## src/rtl/input_event_unit_if.sv

```systemverilog
// -----------------------------------------------------------------------------
// input_event_unit_if
//   Bundle between the board pins / register file and input_event_unit.
//
//   btn_raw     : raw push buttons, active-high pressed, asynchronous
//   sw_raw      : raw slide switches, asynchronous
//   flag_inputs : one-cycle short-press pulses, bit i = button i
//   long_press  : high while any button is held past the long-press threshold
//   reg_din     : synchronised switch value
//   btn_level   : debounced button levels
//
//   master : the pin side (drives raw inputs, consumes conditioned outputs)
//   slave  : the input_event_unit itself
// -----------------------------------------------------------------------------
interface input_event_unit_if #(
    parameter int NUM_BTN = 7
);
    logic [NUM_BTN-1:0] btn_raw;
    logic [7:0]         sw_raw;
    logic [7:0]         flag_inputs;
    logic               long_press;
    logic [7:0]         reg_din;
    logic [NUM_BTN-1:0] btn_level;

    modport master (
        output btn_raw, sw_raw,
        input  flag_inputs, long_press, reg_din, btn_level
    );

    modport slave (
        input  btn_raw, sw_raw,
        output flag_inputs, long_press, reg_din, btn_level
    );
endinterface

```

## src/rtl/input_event_unit.sv

```systemverilog
// -----------------------------------------------------------------------------
// input_event_unit
//   Conditions raw board inputs for the special-register inputs of the CPU
//   register file. Buttons are synchronised, debounced and classified as
//   short presses (one-cycle pulse on flag_inputs) or long presses
//   (long_press level). Switches are synchronised straight into reg_din.
//
//   Ports:
//     clk    : system clock
//     resetn : asynchronous, active-low reset
//     bus    : input_event_unit_if.slave (btn_raw, sw_raw in;
//              flag_inputs, long_press, reg_din, btn_level out)
//
//   Parameters:
//     NUM_BTN           : number of buttons (max 7)
//     DEBOUNCE_CYCLES   : stable cycles needed to accept a level change (>=2)
//     LONG_PRESS_CYCLES : debounced hold cycles that make a press long (>=2)
//     CNT_W             : counter width, must hold LONG_PRESS_CYCLES-1
// -----------------------------------------------------------------------------
module input_event_unit #(
    parameter int NUM_BTN           = 7,
    parameter int DEBOUNCE_CYCLES   = 50000,
    parameter int LONG_PRESS_CYCLES = 50000000,
    parameter int CNT_W             = 26
) (
    input logic              clk,
    input logic              resetn,
    input_event_unit_if.slave bus
);

    typedef enum logic [1:0] {
        IDLE = 2'd0,
        HELD = 2'd1,
        LONG = 2'd2
    } press_state_e;

    localparam logic [CNT_W-1:0] DB_LAST   = CNT_W'(DEBOUNCE_CYCLES - 1);
    localparam logic [CNT_W-1:0] HOLD_LAST = CNT_W'(LONG_PRESS_CYCLES - 1);

    // Synchroniser stages
    logic [NUM_BTN-1:0] btn_meta;
    logic [NUM_BTN-1:0] btn_sync;
    logic [7:0]         sw_meta;
    logic [7:0]         sw_sync;

    // Debounce state
    logic [NUM_BTN-1:0] level;
    logic [CNT_W-1:0]   db_cnt   [NUM_BTN];

    // Press classification state
    press_state_e       state    [NUM_BTN];
    logic [CNT_W-1:0]   hold_cnt [NUM_BTN];
    logic [NUM_BTN-1:0] flag_q;
    logic               long_q;
    logic               any_long;

    // -------------------------------------------------------------------------
    // Two-flop synchronisers on every asynchronous input bit.
    // -------------------------------------------------------------------------
    // NOTE: sequential state uses non-blocking assignments so every flop
    // samples the pre-edge value of its source, which is what makes the
    // two stages a real two-flop chain instead of collapsing into one.
    always_ff @(posedge clk or negedge resetn) begin
        if (!resetn) begin
            btn_meta <= '0;
            btn_sync <= '0;
            sw_meta  <= '0;
            sw_sync  <= '0;
        end else begin
            btn_meta <= bus.btn_raw;
            btn_sync <= btn_meta;
            sw_meta  <= bus.sw_raw;
            sw_sync  <= sw_meta;
        end
    end

    // -------------------------------------------------------------------------
    // Debounce: the synchronised bit must disagree with the accepted level for
    // DEBOUNCE_CYCLES consecutive edges before the level follows it. Any
    // agreeing cycle restarts the count.
    // -------------------------------------------------------------------------
    // NOTE: the per-button counter arrays are reset explicitly because a
    // half-finished count must not survive reset; these are small register
    // arrays, not RAM, so resetting them costs nothing structurally.
    always_ff @(posedge clk or negedge resetn) begin
        if (!resetn) begin
            level <= '0;
            for (int i = 0; i < NUM_BTN; i++) begin
                db_cnt[i] <= '0;
            end
        end else begin
            for (int i = 0; i < NUM_BTN; i++) begin
                if (btn_sync[i] == level[i]) begin
                    db_cnt[i] <= '0;
                end else if (db_cnt[i] == DB_LAST) begin
                    level[i]  <= btn_sync[i];
                    db_cnt[i] <= '0;
                end else begin
                    db_cnt[i] <= db_cnt[i] + 1'b1;
                end
            end
        end
    end

    // -------------------------------------------------------------------------
    // Any button currently classified as long.
    // -------------------------------------------------------------------------
    // NOTE: any_long gets its default before the loop so every path assigns
    // it and no latch is inferred.
    always_comb begin
        any_long = 1'b0;
        for (int i = 0; i < NUM_BTN; i++) begin
            if (state[i] == LONG) begin
                any_long = 1'b1;
            end
        end
    end

    // -------------------------------------------------------------------------
    // Per-button press FSM with registered flag and long_press outputs.
    // A release in HELD wins over reaching the long threshold on the same
    // edge, so a press is never both short and long.
    // -------------------------------------------------------------------------
    always_ff @(posedge clk or negedge resetn) begin
        if (!resetn) begin
            flag_q <= '0;
            long_q <= 1'b0;
            for (int i = 0; i < NUM_BTN; i++) begin
                state[i]    <= IDLE;
                hold_cnt[i] <= '0;
            end
        end else begin
            flag_q <= '0;
            long_q <= any_long;
            for (int i = 0; i < NUM_BTN; i++) begin
                unique case (state[i])
                    IDLE: begin
                        if (level[i]) begin
                            state[i]    <= HELD;
                            hold_cnt[i] <= '0;
                        end
                    end
                    HELD: begin
                        if (!level[i]) begin
                            state[i]  <= IDLE;
                            flag_q[i] <= 1'b1;
                        end else if (hold_cnt[i] == HOLD_LAST) begin
                            state[i] <= LONG;
                        end else begin
                            hold_cnt[i] <= hold_cnt[i] + 1'b1;
                        end
                    end
                    LONG: begin
                        // Hold counter stays frozen; release is silent.
                        if (!level[i]) begin
                            state[i] <= IDLE;
                        end
                    end
                    default: begin
                        state[i] <= IDLE;
                    end
                endcase
            end
        end
    end

    // -------------------------------------------------------------------------
    // Outputs
    // -------------------------------------------------------------------------
    assign bus.flag_inputs = {{(8 - NUM_BTN){1'b0}}, flag_q};
    assign bus.long_press  = long_q;
    assign bus.reg_din     = sw_sync;
    assign bus.btn_level   = level;

endmodule
```

## src/flat_wrapper.sv

```systemverilog
// flat-port wrapper written by rule: the top's interface ports become plain ports
module input_event_unit_flat 
#(
    parameter int NUM_BTN           = 7,
    parameter int DEBOUNCE_CYCLES   = 50000,
    parameter int LONG_PRESS_CYCLES = 50000000,
    parameter int CNT_W             = 26
)
  (clk, resetn, bus_btn_raw, bus_sw_raw, bus_flag_inputs, bus_long_press, bus_reg_din, bus_btn_level);
  input_event_unit_if #(.NUM_BTN(NUM_BTN)) bus_i ();
  input logic clk;
  input logic resetn;
  input wire logic [$bits(bus_i.btn_raw)-1:0] bus_btn_raw;
  input wire logic [$bits(bus_i.sw_raw)-1:0] bus_sw_raw;
  output wire logic [$bits(bus_i.flag_inputs)-1:0] bus_flag_inputs;
  output wire logic [$bits(bus_i.long_press)-1:0] bus_long_press;
  output wire logic [$bits(bus_i.reg_din)-1:0] bus_reg_din;
  output wire logic [$bits(bus_i.btn_level)-1:0] bus_btn_level;
  assign bus_i.btn_raw = bus_btn_raw;
  assign bus_i.sw_raw = bus_sw_raw;
  assign bus_flag_inputs = bus_i.flag_inputs;
  assign bus_long_press = bus_i.long_press;
  assign bus_reg_din = bus_i.reg_din;
  assign bus_btn_level = bus_i.btn_level;
  input_event_unit #(.NUM_BTN(NUM_BTN), .DEBOUNCE_CYCLES(DEBOUNCE_CYCLES), .LONG_PRESS_CYCLES(LONG_PRESS_CYCLES), .CNT_W(CNT_W)) u_core (.clk(clk), .resetn(resetn), .bus(bus_i));
endmodule
```

## config.mk

```make
export PLATFORM = sky130hd
export DESIGN_NAME = input_event_unit_flat
export DESIGN_NICKNAME = d
export VERILOG_FILES = /design/src/rtl/input_event_unit_if.sv /design/src/rtl/input_event_unit.sv /design/src/flat_wrapper.sv
export SDC_FILE = /design/constraint.sdc
export NUM_CORES = 1
export LEC_CHECK = 0
export ABC_CLOCK_PERIOD_IN_PS = 3400
export BUFFER_PORTS_ARGS = -buffer_cell sky130_fd_sc_hd__buf_2
export CAP_MARGIN = 10
export CELL_PAD_IN_SITES_DETAIL_PLACEMENT = 1
export CELL_PAD_IN_SITES_GLOBAL_PLACEMENT = 1
export CORE_AREA = 2 2 232 234
export CTS_CLUSTER_SIZE = 10
export DETAILED_ROUTE_END_ITERATION = 12
export DIE_AREA = 0 0 234 236
export PLACE_DENSITY_LB_ADDON = 0.3
export SYNTH_ARGS = -nofsm -noshare
export SYNTH_HDL_FRONTEND = slang
export SYNTH_SLANG_ARGS = --single-unit
```

## constraint.sdc

```tcl
create_clock -name clk -period 3.4 [get_ports clk]
set_clock_uncertainty 0.05 [all_clocks]
set_input_delay 0.34 -clock clk [delete_from_list [all_inputs] [get_ports clk]]
set_output_delay 0.34 -clock clk [all_outputs]
set_load 0.005 [all_outputs]
```

==> reports/qor.csv, run 1 <==
stage,metric,value,unit
pwr,p_leak,9.99,nW
clock_network,cts_buffer_depth,3,
floorplanning,die_w,234,um
setup_path,crit_required,3810,ps
detailed_routing,avgViaCountPerCell,5.49,
logic_synthesis,muxShareOfSynthArea,0.826,%
run_status,status,completed,
detailed_routing,wl,49.3,mm
clock_network,clkSinkCount,423,
logic_synthesis,synth_top_area_cell,dfrtp_1,
cells_and_area,final_nets,2300,
sta,fin_crit,2730,ps
logic_synthesis,synth-async-reset-ratio,100,%
cells_and_area,seq_area,10600,um^2
pwr,peakVddDrop,0.000360,V
place,dp.cells,2896,
clock_network,cts_max_level,2,
setup_path,r2r_cells,6,
logic_synthesis,synth.top_cell.area_share,50.7,%
setup_path,path_class,flip-flop to flip-flop,
clock_network,cts_tree,done,
logic_synthesis,synth_nets,2233,
detailed_routing,vias,16381,
cells_and_area,drive_above_1_share,7.47,%
pwr,p_per_area,441,nW/um^2
place,hpwl,32.6,mm
grt,grt_usage,18.3,%
logic_synthesis,yosys-top-cells-count,"423 x dfrtp_1, 346 x nor2_1, 170 x nand2_1",
logic_synthesis,synthXorXnorAreaFrac,10.4,%
detailed_routing,drt_iter0_drc,759,
sta,finalHoldViolCount,0,
place,numPortBuffers,39,
logic_synthesis,synth_edf_count,0,
logic_synthesis,synth_seq_cells,423,
grt,grt_first_pass_wirelength,85.6,mm
clock_network,cts_resized,0,
cells_and_area,fillers,5978,
logic_synthesis,ys_seq_area_share,50.7,%
logic_synthesis,synth-compound-area-share,6.10,%
cells_and_area,stdcell_count,2984,
setup_path,r2r-end,u_core.hold_cnt[78],
floorplanning,io_pins,41,
detailed_routing,dr.pass1.iters,5,
sta,maxClockFrequency,0.367,GHz
sta,rsz0062_at_grt,no,
place,globalplace.congestion,0.812,
place,dpl_cell_area,22000,um^2
floorplanning,row_count,85,
detailed_routing,wire_per_inst,16.5,um
logic_synthesis,synthSimpleGateAreaFrac,28.8,%
sta,worst_pin_slew,1090,ps
setup_path,critPathArrivalTime,3140,ps
cells_and_area,fin_area,23600,um^2
sta,drv_slew,0,
logic_synthesis,ys.flop_type,dfrtp_1,
floorplanning,die_area,55200,um^2
setup_path,cp-end-kind,flip-flop,
grt,grt_remaining_overflow,0,
setup_path,critPathLaunchType,flip-flop,
floorplanning,dieHeight,236,um
setup_path,cp_max_fo,14,
clock_network,hold_buffers,16,
sta,finalSetupTns,0,ps
cells_and_area,area_delta_synth_final,13.2,%
clock_network,clk_pin_slew,60,ps
setup_path,r2r_slack,670,ps
logic_synthesis,syn-cell-area,20900,um^2
detailed_routing,antenna_left,0,
logic_synthesis,synthDistinctLibCells,69,
clock_network,cts_root_buffer,clkbuf_16,
logic_synthesis,yosysMostFrequentCell,dfrtp_1,
logic_synthesis,synth.avg_cell_area,9.49,um^2
logic_synthesis,postSynthCellCount,2202,
cells_and_area,diodes,0,
grt,first_global_vias,17386,
grt,grt_max_degree,102,
logic_synthesis,synth_top_family_by_area,simple AND/OR/NAND/NOR gates,
sta,max_slew_margin,26.3,%
logic_synthesis,synthAdderAreaFrac,0.838,%
logic_synthesis,yosys_warnings,0,
logic_synthesis,synth_area_leaders,"dfrtp_1 51%, nor2_1 6.2%, xor2_1 5.8%",
cells_and_area,multiInputGateArea,9830,um^2
floorplanning,start_util,39.4,%
sta,finalSetupViolCount,0,
sta,fin_crit_sh,80.2,%
worst_hold_path,hold_class,input port to async pin,
detailed_routing,drcViolationCount,0,
clock_network,numCtsBuffers,51,
setup_path,r2r-start,u_core.hold_cnt[78],
grt,antenna_found_initial,0,
job,maxCapViolCount,0,
clock_network,postCtsSetupBuffers,0,
floorplanning,core-area,53100,um^2
clock_network,clk_latency,580,ps
[worst max path at each step]
stage               cells after the start                   end            startpoint  slack [ps]
CTS                                     6   u_core.hold_cnt[78]   u_core.hold_cnt[78]         670
detailed placement                      6   u_core.hold_cnt[78]   u_core.hold_cnt[78]         680
floorplan                               7  u_core.hold_cnt[137]  u_core.hold_cnt[146]        1100
finish                                  6   u_core.hold_cnt[78]   u_core.hold_cnt[78]         670
global placement                        6   u_core.hold_cnt[78]   u_core.hold_cnt[78]         860
global route                            6   u_core.hold_cnt[78]   u_core.hold_cnt[78]         490
[cell usage in the layout (no fill, tap or decap), drive strengths merged, types with 5 or more instances in the layout]
master       instances
nor3                61
nand4b               6
a22o                 7
or4                 27
mux2i                6
clkbuf              68
and3                47
or2                 13
nand2              170
dfrtp              423
xor2               138
xnor2              111
ha                  14
o22ai                5
nor4                71
o211ai              19
and4                32
nor4b               12
and2                15
o21ai               67
a31oi               10
nand4              121
nor3b                8
o31ai               16
inv                 45
nand3              143
nor2               347
mux2                10
nor2b               17
a21oi               64
dlygate4sd3         16
nor4bb               6
nand2b              18
buf                 73
or3                 42
[where the power goes]
part	leakage [nW]	total [mW]	switching (mW)	internal, mW
sequential	5.83	5.11	0.0301	5.08
combinational	3.41	0.219	0.160	0.0591
clock	0.751	5.11	2.07	3.04
[registers in the layout (all words and copies together), names as in the netlist, 7 cells and up]
signal                cells
u_core.db_cnt           182
u_core.hold_cnt         182
u_core.state             14
u_core.bus.reg_din        8
u_core.sw_meta            8
u_core.btn_meta           7
u_core.btn_sync           7
u_core.bus.btn_level      7
u_core.flag_q             7
[cells by family (layout without fill, tap and decap cells)]
family | Yosys count | count (layout)
and+or+nand+nor | 1166 | 1166
DFF | 423 | 423
xor gates and xnor gates | 249 | 249
AOI/OAI and AO/OA | 212 | 212
buffers and inverters | 121 | 207
muxes | 16 | 16
adders and majority gates | 14 | 14
other | 1 | 1
[metrics by stage]
| step | setup slack (ps) | power, mW | hold WS [ps] | utilization [%] |
|---|---|---|---|---|
| floorplan | 1100 | 5.26 | -5.59 | - |
| global placement | 862 | 5.40 | 282 | 41.4 |
| detailed placement | 682 | 5.41 | 286 | 41.4 |
| CTS | 669 | 10.6 | 277 | 44.6 |
| global route | 490 | 10.9 | 300 | 44.6 |
| finish | 673 | 10.4 | 264 | 44.6 |
[critical path, stage by stage, from the launching register on]
cell and delay, ps:
dfrtp_1 380, ha_1 260, or4bb_1 490, nor4_1 410, and3_1 550, nor2_1 120, mux2_1 330
[per-layer routing]
layer / part of all wire, % / track usage (%) / wire length, um
met5: 0 / 0 / 0
met4: 1.8 / 4.47 / 865
met3: 2.4 / 2.90 / 1200
met2: 48 / 30.8 / 23700
met1: 48 / 24.5 / 23600
[area by class of cell]
| type | instances | share of cell area [%] |
|---|---|---|
| clock buffers | 68 | 6.23 |
| clock inverters | 4 | 0.190 |
| inverters | 46 | 0.730 |
| multi-input cells | 1658 | 41.6 |
| flip-flops and latches | 423 | 44.8 |
| well taps | 696 | 3.68 |
| repair buffers | 89 | 2.84 |
No activity file was read; power rests on OpenSTA's default activity.
==> inputs of run 2 (changes only) <==
Settings changed: ABC_CLOCK_PERIOD_IN_PS 3400 to 2650.
Clock period 3.4 ns to 2.65 ns, I/O delays scaled along.
==> reports/qor.csv, run 2 (same netlist as run 1, synthesis figures left out) <==
stage,metric,value,unit,change
setup_path,crit_slowest_cell,or4b_1,,was and3_1
clock_network,cts_max_level,2,,unchanged
job,maxCapViolCount,0,,unchanged
grt,first_global_vias,17815,,was 17386
detailed_routing,dr.pass1.iters,4,,was 5
sta,finalHoldViolCount,0,,unchanged
clock_network,clk_latency,610,ps,was 580 ps
clock_network,numCtsBuffers,52,,was 51
worst_hold_path,hold_class,input port to async pin,,unchanged
pwr,peakVddDrop,0.000440,V,was 0.000360 V
setup_path,cpPeakStageDelay,580,ps,was 550 ps
clock_network,cts_root_buffer,clkbuf_16,,unchanged
setup_path,path_buf_inv,1,,was 0
grt,grt_first_pass_wirelength,88.6,mm,was 85.6 mm
setup_path,crit_required,3090,ps,was 3810 ps
sta,finalSetupViolCount,0,,unchanged
detailed_routing,avgViaCountPerCell,5.49,,about the same
setup_path,cp-end-kind,flip-flop,,unchanged
sta,rsz0062_at_grt,no,,unchanged
clock_network,cts_buffer_depth,3,,unchanged
floorplanning,die_w,234,um,unchanged
detailed_routing,wl,50.5,mm,was 49.3 mm
detailed_routing,antenna_left,0,,unchanged
clock_network,clk_pin_slew,60,ps,about the same
setup_path,crit_family,simple AND/OR/NAND/NOR gates,,unchanged
setup_path,r2r_cells,6,,unchanged
grt,grt_max_degree,77,,was 102
floorplanning,start_util,39.4,%,unchanged
cells_and_area,layout.cells.most_common,dfrtp_1,,unchanged
clock_network,clkSinkCount,423,,unchanged
sta,fin_crit,2370,ps,was 2730 ps
detailed_routing,wire_per_inst,16.7,um,was 16.5 um
floorplanning,core-area,53100,um^2,unchanged
sta,worst_slack,280,ps,was 673 ps
cells_and_area,drive_above_1_share,9.04,%,was 7.47%
cells_and_area,final_nets,2338,,was 2300
place,globalplace.congestion,0.783,,was 0.812
sta,fin_crit_sh,89.4,%,was 80.2%
setup_path,path_class,flip-flop to flip-flop,,unchanged
floorplanning,dieHeight,236,um,unchanged
place,hpwl,34.0,mm,was 32.6 mm
setup_path,r2r_slack,280,ps,was 670 ps
place,dp_worst_setup_slack,297,ps,was 682 ps
sta,worst_pin_slew,717,ps,was 1090 ps
detailed_routing,drcViolationCount,0,,unchanged
floorplanning,io_pins,41,,unchanged
floorplanning,row_count,85,,unchanged
clock_network,cts_tree,done,,unchanged
sta,maxClockFrequency,0.422,GHz,was 0.367 GHz
cells_and_area,largestRegisters,"u_core.db_cnt: 182 flops, u_core.hold_cnt: 182 flops, u_core.state: 14 flops",,unchanged
grt,antenna_found_initial,0,,unchanged
grt,grt_usage,19.0,%,was 18.3%
floorplanning,die_area,55200,um^2,unchanged
place,numPortBuffers,39,,unchanged
detailed_routing,drt_iter0_drc,741,,was 759
setup_path,r2r-start,u_core.hold_cnt[148],,was u_core.hold_cnt[78]
run_status,status,completed,,unchanged
setup_path,critPathArrivalTime,2810,ps,was 3140 ps
setup_path,cp_max_fo,17,,was 14
grt,grt_remaining_overflow,0,,unchanged
cells_and_area,area_delta_synth_final,14.8,%,was 13.2%
pwr,p_per_area,564,nW/um^2,was 441 nW/um^2
setup_path,critPathLaunchType,flip-flop,,unchanged
setup_path,crit_chain,"or4b_1, or4_4, nor3_4, buf_4, nor2_2, a31o_1",,"was ha_1, or4bb_1, nor4_1, and3_1, nor2_1, mux2_1"
setup_path,r2r-end,u_core.hold_cnt[137],,was u_core.hold_cnt[78]
detailed_routing,vias,16631,,was 16381
sta,drv_slew,0,,unchanged
pwr,p_leak,10.2,nW,was 9.99 nW
sta,max_slew_margin,51.8,%,was 26.3%
cells_and_area,most-common-layout-cells,"423 x dfrtp_1, 346 x nor2_1, 170 x nand2_1",,unchanged
sta,whs,226,ps,was 264 ps
sta,finalSetupTns,0,ps,unchanged
cells_and_area,diodes,0,,unchanged
pwr,power,13.5,mW,was 10.4 mW
## run 2: layout make-up
| type | count | area, um^2 |
|---|---|---|
| multi-input combinational | 1658 | 9830 |
| timing repair buffer | 126 | 961 |
| fill | 5955 | 29100 |
| clock buffer | 77 | 1540 |
| inverter | 46 | 173 |
| tap | 696 | 871 |
| clock inverter | 5 | 38.8 |
| sequential | 423 | 10600 |
## run 2: repair_timing
action,CTS,global route
hold buffers,16,0
buffers inserted,0,0
gates resized for setup,0,0
hold endpoints to repair,81,0
## run 2: report_power, final
group          switching (mW)  leakage [nW]  total (mW)  internal [mW]
clock                    2.74         0.771        6.68           3.95
sequential             0.0388          5.83        6.55           6.51
combinational           0.210          3.61       0.294         0.0841
## run 2: per-stage QoR
| stage | instances | area [um^2] | util [%] |
|---|---|---|---|
| after global placement | 2933 | 22300 | 41.9 |
| after global routing | 3031 | 24000 | 45.2 |
| final | 3031 | 24000 | 45.2 |
| after CTS | 3031 | 24000 | 45.2 |
| after floorplan | 2202 | 20900 | - |
| after detailed placement | 2933 | 22300 | 41.9 |
## run 2: worst max path at each step
| stage | from | end | depth (start not counted) |
|---|---|---|---|
| floorplan | u_core.hold_cnt[146] | u_core.hold_cnt[137] | 7 |
| global placement | u_core.hold_cnt[78] | u_core.hold_cnt[89] | 7 |
| detailed placement | u_core.hold_cnt[148] | u_core.hold_cnt[137] | 6 |
| CTS | u_core.hold_cnt[148] | u_core.hold_cnt[137] | 6 |
| global route | u_core.hold_cnt[78] | u_core.hold_cnt[82] | 7 |
| finish | u_core.hold_cnt[148] | u_core.hold_cnt[137] | 6 |
## run 2: per-layer routing
metal  track usage (%)  share of wire [%]  routed length [um]
met5                 0                  0                   0
met2              31.8                 49               24700
met4              5.39                1.9                 964
met3              2.74                2.7                1370
met1              25.4                 46               23500
## run 2: worst register-to-register path: cells and delay by family, from the launching register on
family | cells | cell delay (ps)
simple gates | 4 | 1370
buf+inv | 1 | 230
flops | 1 | 440
compound gates | 1 | 170
==> inputs of run 3 (changes only) <==
Settings changed: GPL_TIMING_DRIVEN set to 0.
==> reports/qor.csv, run 3 (same netlist as run 1, synthesis figures left out) <==
stage,metric,value,unit,change
run_status,status,completed,,unchanged
detailed_routing,drt_iter0_drc,871,,was 741
sta,finalHoldViolCount,0,,unchanged
setup_path,critPathArrivalTime,2930,ps,was 2810 ps
place,hpwl,33.7,mm,was 34.0 mm
grt,antenna_found_initial,0,,unchanged
floorplanning,io_pins,41,,unchanged
pwr,clkPwrFrac,49.3,%,was 49.4%
cells_and_area,area_delta_synth_final,14.4,%,was 14.8%
cells_and_area,fillers,6063,,was 5955
setup_path,r2r_cells,6,,unchanged
grt,first_global_vias,17648,,was 17815
grt,grt_max_degree,119,,was 77
sta,max_slew_margin,23.7,%,was 51.8%
floorplanning,row_count,85,,unchanged
clock_network,numCtsBuffers,52,,unchanged
clock_network,cts_root_buffer,clkbuf_16,,unchanged
setup_path,critPathLaunchType,flip-flop,,unchanged
detailed_routing,avgViaCountPerCell,5.48,,was 5.49
floorplanning,core-area,53100,um^2,unchanged
pwr,p_per_area,565,nW/um^2,was 564 nW/um^2
setup_path,cp-end-kind,flip-flop,,unchanged
cells_and_area,most-common-layout-cells,"423 x dfrtp_1, 346 x nor2_1, 170 x nand2_1",,unchanged
pwr,seqPwrFrac,48.5,%,was 48.4%
sta,drv_slew,0,,unchanged
detailed_routing,wl,49.8,mm,was 50.5 mm
place,globalplace.congestion,0.809,,was 0.783
cells_and_area,diodes,0,,unchanged
detailed_routing,vias,16637,,was 16631
setup_path,path_class,flip-flop to flip-flop,,unchanged
detailed_routing,antenna_left,0,,unchanged
grt,grt_remaining_overflow,0,,unchanged
detailed_routing,drcViolationCount,0,,unchanged
cells_and_area,multiInputGateArea,9910,um^2,was 9830 um^2
grt,grt_usage,18.6,%,was 19.0%
clock_network,cts_tree,done,,unchanged
place,numPortBuffers,39,,unchanged
clock_network,clkSinkCount,423,,unchanged
sta,maxClockFrequency,0.400,GHz,was 0.422 GHz
clock_network,clk_pin_slew,50,ps,was 60 ps
clock_network,cts_buffer_depth,3,,unchanged
pwr,power_switching,2.91,mW,was 2.98 mW
setup_path,r2r_slack,150,ps,was 280 ps
floorplanning,dieHeight,236,um,unchanged
cells_and_area,largestRegisters,"u_core.db_cnt: 182 flops, u_core.hold_cnt: 182 flops, u_core.state: 14 flops",,unchanged
sta,whs,247,ps,was 226 ps
floorplanning,die_area,55200,um^2,unchanged
pwr,swShare,21.5,%,was 22.1%
sta,worst_pin_slew,1140,ps,was 717 ps
cells_and_area,fin_util,45.0,%,was 45.2%
pwr,combPwrFrac,2.1,%,was 2.2%
sta,fin_crit,2500,ps,was 2370 ps
setup_path,crit_required,3080,ps,was 3090 ps
pwr,intPower,10.6,mW,was 10.5 mW
cells_and_area,drive_above_1_share,7.64,%,was 9.04%
sta,fin_crit_sh,94.4,%,was 89.4%
clock_network,cts_max_level,2,,unchanged
clock_network,clk_latency,590,ps,was 610 ps
floorplanning,start_util,39.4,%,unchanged
worst_hold_path,hold_class,input port to async pin,,unchanged
cells_and_area,seq_area,10600,um^2,unchanged
cells_and_area,layout.cells.most_common,dfrtp_1,,unchanged
detailed_routing,dr.pass1.iters,5,,was 4
floorplanning,die_w,234,um,unchanged
detailed_routing,wire_per_inst,16.4,um,was 16.7 um
pwr,peakVddDrop,0.000407,V,was 0.000440 V
sta,finalSetupViolCount,0,,unchanged
job,maxCapViolCount,0,,unchanged
pwr,p_leak,10.0,nW,was 10.2 nW
setup_path,cp_max_fo,10,,was 17
cells_and_area,final_nets,2347,,was 2338
sta,rsz0062_at_grt,no,,unchanged
clock_network,postCtsSetupBuffers,0,,unchanged
grt,grt_first_pass_wirelength,87.3,mm,was 88.6 mm
==> run 3: repair_timing <==
item,4_1_cts,5_1_grt
hold buffers,16,0
pin swaps,0,1
resized for setup,4,33
endpoints found under the setup margin,17,150
endpoints found under the hold margin,107,0
==> run 3: final timing paths <==
kind,from,to
worst max-delay path,u_core.hold_cnt[137],u_core.hold_cnt[137]
worst min-delay path,resetn,u_core.db_cnt[96]
worst max register to register,u_core.hold_cnt[137],u_core.hold_cnt[137]
worst min register to register,u_core.sw_meta[6],u_core.bus.reg_din[6]
max in group asynchronous,resetn,u_core.hold_cnt[141]
min in group clk,bus_btn_raw[0],u_core.btn_meta[0]
==> run 3: power groups by stage <==
stage               combinational, mW  sequential (mW)  clock (mW)
floorplan                      0.0894             6.66           0
global placement                0.264             6.67           0
detailed placement              0.288             6.66           0
CTS                             0.306             6.55        6.93
global route                    0.341             6.55        7.17
finish                          0.290             6.55        6.66
==> run 3: critical path, stage by stage (launching register included) <==
cell	delay (ps)
dfrtp_1	450
or4b_1	590
or4_4	560
nor3_4	320
buf_6	200
nor2_2	50
a31o_1	170
==> run 3: through the flow <==
| stage | setup TNS (ps) | instances | total power, mW | cell area, um^2 | setup slack (ps) |
|---|---|---|---|---|---|
| 2_1_floorplan | 0 | 2202 | 6.75 | 20900 | 350 |
| 3_3_place_gp | -3143980 | 2937 | 6.93 | 22000 | -7480 |
| 3_5_place_dp | -1250 | 2943 | 6.95 | 22100 | -185 |
| 4_1_cts | 0 | 3038 | 13.8 | 23800 | 18.7 |
| 5_1_grt | 0 | 3038 | 14.1 | 23900 | 2.84 |
| 6_report | 0 | 3038 | 13.5 | 23900 | 149 |
==> run 3: layout make-up <==
class                      count  share of cell area, %
buffer                        74                   1.38
clock buffer                  76                   6.37
clock inverter                 4                  0.188
inverter                      46                  0.722
multi-input combinational   1658                   41.5
sequential                   423                   44.3
tap                          696                   3.64
timing repair buffer          61                   1.94
==> run 3: layer usage <==
metal	track usage, %	share of wire [%]	vias to the layer above
met4	5.10	1.7	0
met2	30.9	48	127
met3	2.60	2.5	61
met1	25.4	48	8424
met5	0	0	-
li1	-	-	8025
